$ cat src/rtl/mult_sched_pkg.sv
// Shared types and constants for the half/full precision multiplier scheduler.
package mult_sched_pkg;
  localparam int LANE_W = 4;
  localparam int PROD_W = 16;

  typedef enum logic {EMPTY = 1'b0, HALF_HELD = 1'b1} sched_state_t;

  typedef struct packed {
    logic [LANE_W-1:0] a_nib;
    logic [LANE_W-1:0] b_nib;
  } hold_t;

  localparam logic [1:0] LANES_FULL = 2'b11;
  localparam logic [1:0] LANES_PAIR = 2'b11;
  localparam logic [1:0] LANES_LONE = 2'b01;
endpackage

$ cat src/rtl/config_multiplier_8bit.sv
// Combinational signed multiplier: one 8x8 product, or two independent 4x4 lanes
// packed as {lane1[7:0], lane0[7:0]} when halvedPrecision is set.
module config_multiplier_8bit (
  input  logic [7:0]  multiplier,
  input  logic [7:0]  multiplicand,
  input  logic        halvedPrecision,
  output logic [15:0] product
);
  logic signed [15:0] w_a16, w_b16, w_full;
  logic signed [7:0]  w_a0, w_b0, w_a1, w_b1, w_lane0, w_lane1;

  assign w_a16  = {{8{multiplier[7]}}, multiplier};
  assign w_b16  = {{8{multiplicand[7]}}, multiplicand};
  assign w_full = w_a16 * w_b16;

  // Each lane is sign-extended to 8 bits so the product cannot overflow its lane
  assign w_a0    = {{4{multiplier[3]}}, multiplier[3:0]};
  assign w_b0    = {{4{multiplicand[3]}}, multiplicand[3:0]};
  assign w_a1    = {{4{multiplier[7]}}, multiplier[7:4]};
  assign w_b1    = {{4{multiplicand[7]}}, multiplicand[7:4]};
  assign w_lane0 = w_a0 * w_b0;
  assign w_lane1 = w_a1 * w_b1;

  assign product = halvedPrecision ? {w_lane1, w_lane0} : w_full;
endmodule

$ cat src/rtl/mult_pair_scheduler.sv
// Packs half-precision requests two per multiplier issue; full requests issue alone.
// Optional MULT_PAIR_STATS_EN adds per-kind issue counters.
module mult_pair_scheduler
  import mult_sched_pkg::*;
#(
  parameter int FLUSH_TIMEOUT = 8
`ifdef MULT_PAIR_STATS_EN
  , parameter int CNT_W = 16
`endif
)(
  input  logic              clk,
  input  logic              rst_n,
  input  logic              in_valid,
  output logic              in_ready,
  input  logic [7:0]        in_a,
  input  logic [7:0]        in_b,
  input  logic              in_half,
  input  logic              flush,
  output logic              out_valid,
  input  logic              out_ready,
  output logic [PROD_W-1:0] out_product,
  output logic              out_half,
  output logic [1:0]        out_lanes
`ifdef MULT_PAIR_STATS_EN
  , output logic [CNT_W-1:0] stat_full
  , output logic [CNT_W-1:0] stat_pair
  , output logic [CNT_W-1:0] stat_lone
`endif
);
  localparam logic [7:0] TO_LAST = 8'(FLUSH_TIMEOUT - 1);

  sched_state_t      r_state, w_next_state;
  hold_t             r_hold;
  logic [7:0]        r_cnt;
  logic              r_out_valid, r_out_half;
  logic [PROD_W-1:0] r_out_product;
  logic [1:0]        r_out_lanes;

  logic              w_can_issue, w_in_ready, w_hold_load, w_issue;
  logic              w_issue_full, w_issue_pair, w_issue_lone;
  logic [7:0]        w_mult, w_mcand;
  logic              w_halved;
  logic [1:0]        w_lanes;
  logic [PROD_W-1:0] w_product;

  // Both streams: a transfer happens on a cycle where valid && ready at the rising edge;
  // the source holds its payload steady while valid && !ready.
  assign w_can_issue = !r_out_valid || out_ready;

  always_ff @(posedge clk or negedge rst_n) begin
    if (!rst_n) r_state <= EMPTY;
    else        r_state <= w_next_state;
  end

  always_comb begin
    w_next_state = r_state;
    case (r_state)
      EMPTY:     if (w_hold_load) w_next_state = HALF_HELD;
      HALF_HELD: if (w_issue_pair || w_issue_lone) w_next_state = EMPTY;
      default:   w_next_state = EMPTY;
    endcase
  end

  // A pairing half request outranks every flush trigger in HALF_HELD
  always_comb begin
    w_in_ready   = 1'b0;
    w_hold_load  = 1'b0;
    w_issue_full = 1'b0;
    w_issue_pair = 1'b0;
    w_issue_lone = 1'b0;
    w_mult       = in_a;
    w_mcand      = in_b;
    w_halved     = 1'b0;
    w_lanes      = LANES_FULL;
    case (r_state)
      EMPTY: begin
        w_in_ready   = w_can_issue;
        w_issue_full = in_valid && w_can_issue && !in_half;
        w_hold_load  = in_valid && w_can_issue && in_half;
      end
      HALF_HELD: begin
        w_halved     = 1'b1;
        w_issue_pair = in_valid && in_half && w_can_issue;
        w_issue_lone = !w_issue_pair && w_can_issue &&
                       ((in_valid && !in_half) || flush || (r_cnt == TO_LAST));
        w_in_ready   = w_issue_pair;
        if (w_issue_pair) begin
          w_mult  = {in_a[3:0], r_hold.a_nib};
          w_mcand = {in_b[3:0], r_hold.b_nib};
          w_lanes = LANES_PAIR;
        end else begin
          w_mult  = {4'b0000, r_hold.a_nib};
          w_mcand = {4'b0000, r_hold.b_nib};
          w_lanes = LANES_LONE;
        end
      end
      default: ;
    endcase
  end

  assign w_issue = w_issue_full || w_issue_pair || w_issue_lone;

  config_multiplier_8bit u_mult (
    .multiplier      (w_mult),
    .multiplicand    (w_mcand),
    .halvedPrecision (w_halved),
    .product         (w_product)
  );

  always_ff @(posedge clk or negedge rst_n) begin
    if (!rst_n) begin
      r_hold <= '0;
      r_cnt  <= '0;
    end else if (w_hold_load) begin
      r_hold <= '{a_nib: in_a[3:0], b_nib: in_b[3:0]};
      r_cnt  <= '0;
    end else if (w_issue_pair || w_issue_lone) begin
      r_cnt  <= '0;
    end else if (r_state == HALF_HELD && r_cnt != TO_LAST) begin
      r_cnt  <= r_cnt + 8'd1;
    end
  end

  always_ff @(posedge clk or negedge rst_n) begin
    if (!rst_n) begin
      r_out_valid   <= 1'b0;
      r_out_product <= '0;
      r_out_half    <= 1'b0;
      r_out_lanes   <= 2'b00;
    end else if (w_issue) begin
      r_out_valid   <= 1'b1;
      r_out_product <= w_product;
      r_out_half    <= w_halved;
      r_out_lanes   <= w_lanes;
    end else if (out_ready) begin
      r_out_valid   <= 1'b0;
    end
  end

`ifdef MULT_PAIR_STATS_EN
  logic [CNT_W-1:0] r_stat_full, r_stat_pair, r_stat_lone;

  always_ff @(posedge clk or negedge rst_n) begin
    if (!rst_n) begin
      r_stat_full <= '0;
      r_stat_pair <= '0;
      r_stat_lone <= '0;
    end else begin
      if (w_issue_full) r_stat_full <= r_stat_full + 1'b1;
      if (w_issue_pair) r_stat_pair <= r_stat_pair + 1'b1;
      if (w_issue_lone) r_stat_lone <= r_stat_lone + 1'b1;
    end
  end

  assign stat_full = r_stat_full;
  assign stat_pair = r_stat_pair;
  assign stat_lone = r_stat_lone;
`endif

  assign in_ready    = w_in_ready;
  assign out_valid   = r_out_valid;
  assign out_product = r_out_product;
  assign out_half    = r_out_half;
  assign out_lanes   = r_out_lanes;
endmodule

$ cat config.mk
export PLATFORM = sky130hd
export DESIGN_NAME = mult_pair_scheduler
export DESIGN_NICKNAME = d
export VERILOG_FILES = /design/src/rtl/mult_sched_pkg.sv /design/src/rtl/config_multiplier_8bit.sv /design/src/rtl/mult_pair_scheduler.sv
export SDC_FILE = /design/constraint.sdc
export NUM_CORES = 1
export LEC_CHECK = 0
export CAP_MARGIN = 10
export CORE_MARGIN = 2
export CORE_UTILIZATION = 55
export DETAILED_ROUTE_END_ITERATION = 16
export GPL_ROUTABILITY_DRIVEN = 0
export PLACE_DENSITY = 0.78
export SLEW_MARGIN = 20
export SYNTH_ARGS = -nofsm -noshare
export SYNTH_HDL_FRONTEND = slang
export SYNTH_SLANG_ARGS = --single-unit
$ cat constraint.sdc
create_clock -name clk -period 15.2 [get_ports clk]
set_input_delay 3.8 -clock clk [delete_from_list [all_inputs] [get_ports clk]]
set_output_delay 3.8 -clock clk [all_outputs]
set_load 0.02 [all_outputs]
### After elaboration in Yosys (flattened, before gate mapping)

Index checks and enable logic that the tools add are counted.

| word-level totals | value |
|---|---|
| register bits | 37 |
| latch bits | 0 |
| memory bits (writable) | 0 |
| ROM bits | 0 |
| input port bits | 22 |
| memories | 0 |
| word-level logic and storage cells | 56 |

| operators by class | value |
|---|---|
| divide/modulo/power cells | 0 |
| $add $sub $neg | 1 |
| mux-type cells | 21 |
| shifts and indexed selects | 0 |
| magnitude comparators | 0 |
| reductions and logical operators | 20 |
| equality and inequality tests | 2 |
| multiply operators | 3 |
| bitwise operators | 1 |

Operators by type and width:

| operator | count |
|---|---|
| $mux 8 | 7 |
| $mul 4x4->8 | 2 |
| $mul 8x8->16 | 1 |
| $mux 16 | 1 |
| $logic_and 1x1->1 | 9 |
| $mux 1 | 9 |
| $add 8x1->8 const B | 1 |
| $eq 8x3->1 const B | 1 |
| $ne 8x3->1 const B | 1 |
| $logic_or 1x1->1 | 6 |
| $mux 2 | 2 |
| $pmux 1 s2 | 2 |
| $logic_not 1->1 | 3 |
| $reduce_bool 3->1 | 1 |
| $reduce_bool 2->1 | 1 |
| $not 1->1 | 1 |

### Longest topological paths before layout

| depth | value |
|---|---|
| depth after elaboration | 10 |
| gate-level depth with buffers | 20 |

### Modules after synthesis

A second synthesis with hierarchy kept.

| second synthesis, totals | value |
|---|---|
| cells, all modules | 550 |
| area, all modules | 5317.6 um2 |

Modules (own cells, without submodules):

| module | area an instance (um2) | instances | cells an instance | seq. area each (um2) |
|---|---|---|---|---|
| config_multiplier_8bit | 3577.2 | 1 | 414 | 0.0 |
| mult_pair_scheduler | 1740.4 | 1 | 136 | 925.9 |

### Worst setup path after synthesis

Ideal clock, no wire load.

| path | value |
|---|---|
| kind | in2reg |
| start | in out_ready |
| end | reg r_out_product[15] (netlist: out_product[15]) |
| stages on the path | 18 |
| buffers on the path | 0 |
| data arrival time | 8314 ps |
| setup slack | 6759 ps |
| library setup time | 127 ps |
| path through | and2b_1 > nor3_4 > a22oi_1 > or2_2 > fa_1 > fa_1 > inv_1 > fa_1 > inv_1 > fa_1 > inv_1 > ha_1 > o211ai_1 > o21ai_0 > o2111ai_1 > a311oi_1 > xnor2_1 > a21oi_1 |

| between the ends | value |
|---|---|
| cells in the longest elaborated chain, start to end | 7 |
| elaborated cells between the ends (all ways) | 19 |
| those cells by class | mul (2); mux (8); reduce/logical (9) |

RTL lines:

| element | RTL line | source |
|---|---|---|
| from (decl) | mult_pair_scheduler.sv:20 | `input logic out_ready,` |
| $logic_or 1x1->1 (*) | mult_pair_scheduler.sv:48 | `assign w_can_issue = !r_out_valid \|\| out_ready;` |
| branches (longest 6 deep; another with $mul 8x8->16) | - |  |
| to (signal assigned) | mult_pair_scheduler.sv:132 | `r_out_product <= w_product;` |
| to (decl) | mult_pair_scheduler.sv:36 | `logic [PROD_W-1:0] r_out_product;` |

Every way passes the cells marked *.
A chain may end at the register's enable or synchronous reset.

### Final worst setup path

| path | value |
|---|---|
| start | in in_valid |
| end | reg r_out_product[15] (netlist: out_product[15]) |

| between the ends | value |
|---|---|
| cells in the longest elaborated chain, start to end | 7 |
| elaborated cells between the ends (all ways) | 22 |
| those cells by class | mul (2); mux (8); reduce/logical (12) |

RTL lines:

| element | RTL line | source |
|---|---|---|
| from (decl) | mult_pair_scheduler.sv:13 | `input logic in_valid,` |
| branches (longest 7 deep; another with $mul 8x8->16) | - |  |

Several ways; the timed one is not identified.

==> results.md <==
Run status:
- The flow ran to the end, and the final reports show no timing, DRC or antenna violations.

Global routing:
- The largest net degree at the start of global routing is 38.
- The number of antenna violations at the first check in global routing came to 0.
- The number of global-route vias before repair is 4194.
- The global-route wire length before repair is ~20000 µm.
- The total track usage is roughly 25%.
- The total overflow left after global routing is 0.

CTS:
- The cell at the root of the clock tree is sky130_fd_sc_hd__clkbuf_8.
- The clock passes through at most 2 buffers.
- The post-CTS clock slew at the launch and capture registers of the worst setup and hold paths is ~0.080 ns.
- The H-tree depth reported by CTS is 2.
- The total clock buffers created by CTS is 5.
- At the later pin of the worst-skew pair, clock insertion delay measures 0.29 ns.
- The clock tree from TritonCTS is yes.
- The number of clock sinks is 37.
- Gates resized during post-CTS repair numbered 0.
- The count of buffers added by post-CTS timing repair for setup is 0.
- The hold-fix buffer count after cts is 0.

Route:
- Wire segments on met2 add up to 5970 µm in the final route.
- After detailed routing, the number of vias per cell comes to ~5.5.
- In the routed design, unresolved DRC markers number 0.
- The routed layout has roughly 3.8k vias.
- The number of nets still failing antenna checks after routing is 0.
- After detailed routing, the wire length on met1 is 4910 µm.
- The highest layer used for signal routing is met4.
- The number of detailed-routing iterations run before antenna repair is 4.
- The wire length reported by the detailed router is 11600 µm.
- Dividing the detail-routed wire length by the instance count gives approximately 17 µm.
- After the first detailed-routing iteration, the DRC count stood at ~170.
- Summed over all nets, wire length on met3 after detailed routing comes to 475 µm.

Timing:
- The total count of hold-check failures in the final report is 0.
- Setup violations remaining at the end of the flow were counted as 0.
- The clock arrives with roughly 0.0027 ns of skew.
- The count of final max-slew check failures is 0.
- The total negative slack for setup checks is 0 ns.
- Setup repair after global routing left no endpoint under its margin.
- The final period utilization is 61.7%.
- The highest attainable clock frequency is around 110 MHz.
- For the finished layout, the period the worst path requires is 9.38 ns.
- Measured against its own limit, the worst slew margin works out to 28.9%.
- The slew at the pin with the worst max-slew slack is 1.04 ns.

Setup path:
- Along the worst path, the maximum fanout reaches 9.
- The worst setup path is launched from an input port.
- The endpoint arrival time on the critical path is ~9.6 ns.
- The worst setup path is captured at a register.
- The category of the critical setup timing path is input port to register.
- The reg2reg setup slack is 9.13 ns.
- The worst path required time is 15.38 ns.
- The terminus of the critical flop-to-flop path is out_product[15]$_DFFE_PN0P_.
- The worst register-to-register path begins at r_state$_DFF_PN0_.
- Measured in cells, the most critical reg-to-reg path has a length of 18.

Logic synthesis:
- Yosys mapped a number of flops with a built-in enable equal to 0.
- The average cell area after synthesis is 9.49 µm².
- Sequential elements use 17.9% of the synthesized area.
- Synthesis inferred 37 register bits.
- The post-synthesis async set-or-reset flop share is 100%.
- Synthesis handed over a netlist of 544 instances.
- The dominant register cell in the synthesized netlist is sky130_fd_sc_hd__dfrtp_1.
- The synthesized netlist contains 50 unique library cells.
- The Yosys step of the flow raised 0 warnings.
- The post-synthesis net count is between 600 and 700.
- After synthesis, the most frequently instantiated cells are sky130_fd_sc_hd__inv_1 (109), sky130_fd_sc_hd__fa_1 (70), sky130_fd_sc_hd__nor2_1 (67).
- By area the synthesized netlist is led by sky130_fd_sc_hd__fa_1 (27%), sky130_fd_sc_hd__dfrtp_1 (18%), sky130_fd_sc_hd__ha_1 (13%).
- The top-area cell type share of the netlist area is a little over a quarter.
- In the post-synthesis netlist, the cell with the most instances is sky130_fd_sc_hd__inv_1.
- Of all cell types, the one taking the most synthesized area is sky130_fd_sc_hd__fa_1.
- In this run the cell area of the synthesized design comes to 5160 µm².

Worst hold path:
- The hold-critical path depth is 1.
- The hold-critical path endpoint is out_lanes[0]$_DFFE_PN0P_.
- The launch instance of the worst min-delay path is out_lanes[0]$_DFFE_PN0P_.
- The kind of path behind the tightest hold check is register to register.

Place:
- The detailed placer's ending HPWL is around 9500 µm.
- In this run the cell area measured after placement is about 5700 µm².
- Input and output buffers added on the ports amount to 42.

Finish:
- The layout overhead on the synthesized area is 12.0%.
- The finished cells cover 5780 µm².
- The final layout contains between 700 and 800 nets.
- The number of antenna diodes in the final layout is 0.
- The ratio of cells with drive above 1 in the final layout is under 10%.
- Cells fill 63.1% of the core in the end.

Flow run:
- Across the run, the number of max-cap violations was 0.

Floorplan:
- In this run the horizontal extent of the chip is 101 µm.
- The die covers 10200 µm².
- After floorplanning, the core was sized to cover between 9000 and 10000 µm².
- The floorplan has 35 rows.
- From bottom edge to top edge, the die measures 101 µm.
- The starting density of the core is between 50% and 60%.
- The number of top-level pins is 43.
==> critical path: stages <==
cell and delay, ns:
sky130_fd_sc_hd__clkdlybuf4s50_1 0.55, sky130_fd_sc_hd__nand2_1 0.17, sky130_fd_sc_hd__nor3_4 0.33, sky130_fd_sc_hd__a22oi_1 0.29, sky130_fd_sc_hd__or2_2 0.39, sky130_fd_sc_hd__fa_1 0.49, sky130_fd_sc_hd__fa_1 0.55, sky130_fd_sc_hd__inv_1 0.05
sky130_fd_sc_hd__fa_1 0.54, sky130_fd_sc_hd__inv_1 0.06, sky130_fd_sc_hd__fa_1 0.53, sky130_fd_sc_hd__inv_1 0.04, sky130_fd_sc_hd__ha_1 0.34, sky130_fd_sc_hd__o211ai_1 0.10, sky130_fd_sc_hd__o21ai_0 0.45, sky130_fd_sc_hd__o2111ai_1 0.27
sky130_fd_sc_hd__a311oi_1 0.35, sky130_fd_sc_hd__xnor2_1 0.16, sky130_fd_sc_hd__a21oi_1 0.09
==> kinds of logic after synthesis <==
| family | after synthesis | share of synthesized area, % |
|---|---|---|
| AND/OR/NAND/NOR | 139 | 13.0 |
| adder cells (fa/ha/maj) | 122 | 39.8 |
| buffers and inverters | 119 | 9.14 |
| AO/OA/AOI/OAI | 73 | 9.80 |
| flip-flops | 37 | 17.9 |
| XOR/XNOR | 31 | 5.53 |
| multiplexers | 23 | 4.78 |
==> registers in the layout (all words and copies together) (netlist names) <==
| signal | count |
|---|---|
| r_hold | 8 |
| out_product | 16 |
| out_lanes | 2 |
| r_cnt | 8 |
| r_state | 1 |
| out_half | 1 |
| out_valid | 1 |
==> final cells by class <==
| cell class | instances | area (µm²) |
|---|---|---|
| multi-input cells | 388 | 3770 |
| fillers | 772 | 3370 |
| flip-flops and latches | 37 | 926 |
| repair buffers | 46 | 445 |
| inverters | 110 | 413 |
| well taps | 111 | 139 |
| clock buffers | 5 | 68.8 |
| clock inverters | 3 | 21.3 |
==> cells in the final DEF (no fill, tap or decap), types with 3 or more instances in the layout <==
cell,n
sky130_fd_sc_hd__a21o_1,7
sky130_fd_sc_hd__a21oi_1,26
sky130_fd_sc_hd__a22oi_1,5
sky130_fd_sc_hd__a31oi_1,3
sky130_fd_sc_hd__and2_1,6
sky130_fd_sc_hd__buf_4,4
sky130_fd_sc_hd__clkbuf_8,5
sky130_fd_sc_hd__clkdlybuf4s50_1,41
sky130_fd_sc_hd__dfrtp_1,37
sky130_fd_sc_hd__fa_1,70
sky130_fd_sc_hd__ha_1,52
sky130_fd_sc_hd__inv_1,109
sky130_fd_sc_hd__mux2_2,9
sky130_fd_sc_hd__mux2i_1,11
sky130_fd_sc_hd__nand2_1,21
sky130_fd_sc_hd__nand3_1,5
sky130_fd_sc_hd__nand4_1,3
sky130_fd_sc_hd__nor2_1,67
sky130_fd_sc_hd__nor2b_1,7
sky130_fd_sc_hd__nor3_1,3
sky130_fd_sc_hd__o21a_1,5
sky130_fd_sc_hd__o21ai_0,15
sky130_fd_sc_hd__or2_2,13
sky130_fd_sc_hd__or3_1,3
sky130_fd_sc_hd__xnor2_1,24
sky130_fd_sc_hd__xor2_1,6
==> per-stage QoR <==
step / hold slack (ns) / cells / setup WS (ns)
final: 0.483 / 700 / 5.82
after global placement: 0.451 / 692 / 5.79
after CTS: 0.492 / 700 / 5.88
after global routing: 0.514 / 700 / 5.57
after detailed placement: 0.473 / 692 / 5.57
after floorplan: 0.480 / 544 / 6.76
==> worst max-delay path by stage <==
stage | depth (start not counted) | slack, ns | startpoint | to
after global placement | 19 | 5.79 | in_valid | out_product[15]$_DFFE_PN0P_
after floorplan | 18 | 6.76 | out_ready | out_product[15]$_DFFE_PN0P_
after CTS | 19 | 5.88 | in_valid | out_product[15]$_DFFE_PN0P_
final | 19 | 5.82 | in_valid | out_product[15]$_DFFE_PN0P_
after global routing | 19 | 5.57 | in_valid | out_product[15]$_DFFE_PN0P_
after detailed placement | 19 | 5.57 | in_valid | out_product[15]$_DFFE_PN0P_
==> layer usage <==
layer	up-vias	track usage (%)
li1	1813	-
met1	1896	32.5
met2	95	43.7
met3	19	3.05
met4	0	6.85
met5	-	0
Power is not shown: default switching activity piles up to over one toggle a cycle in this logic, so the estimate is an artifact.
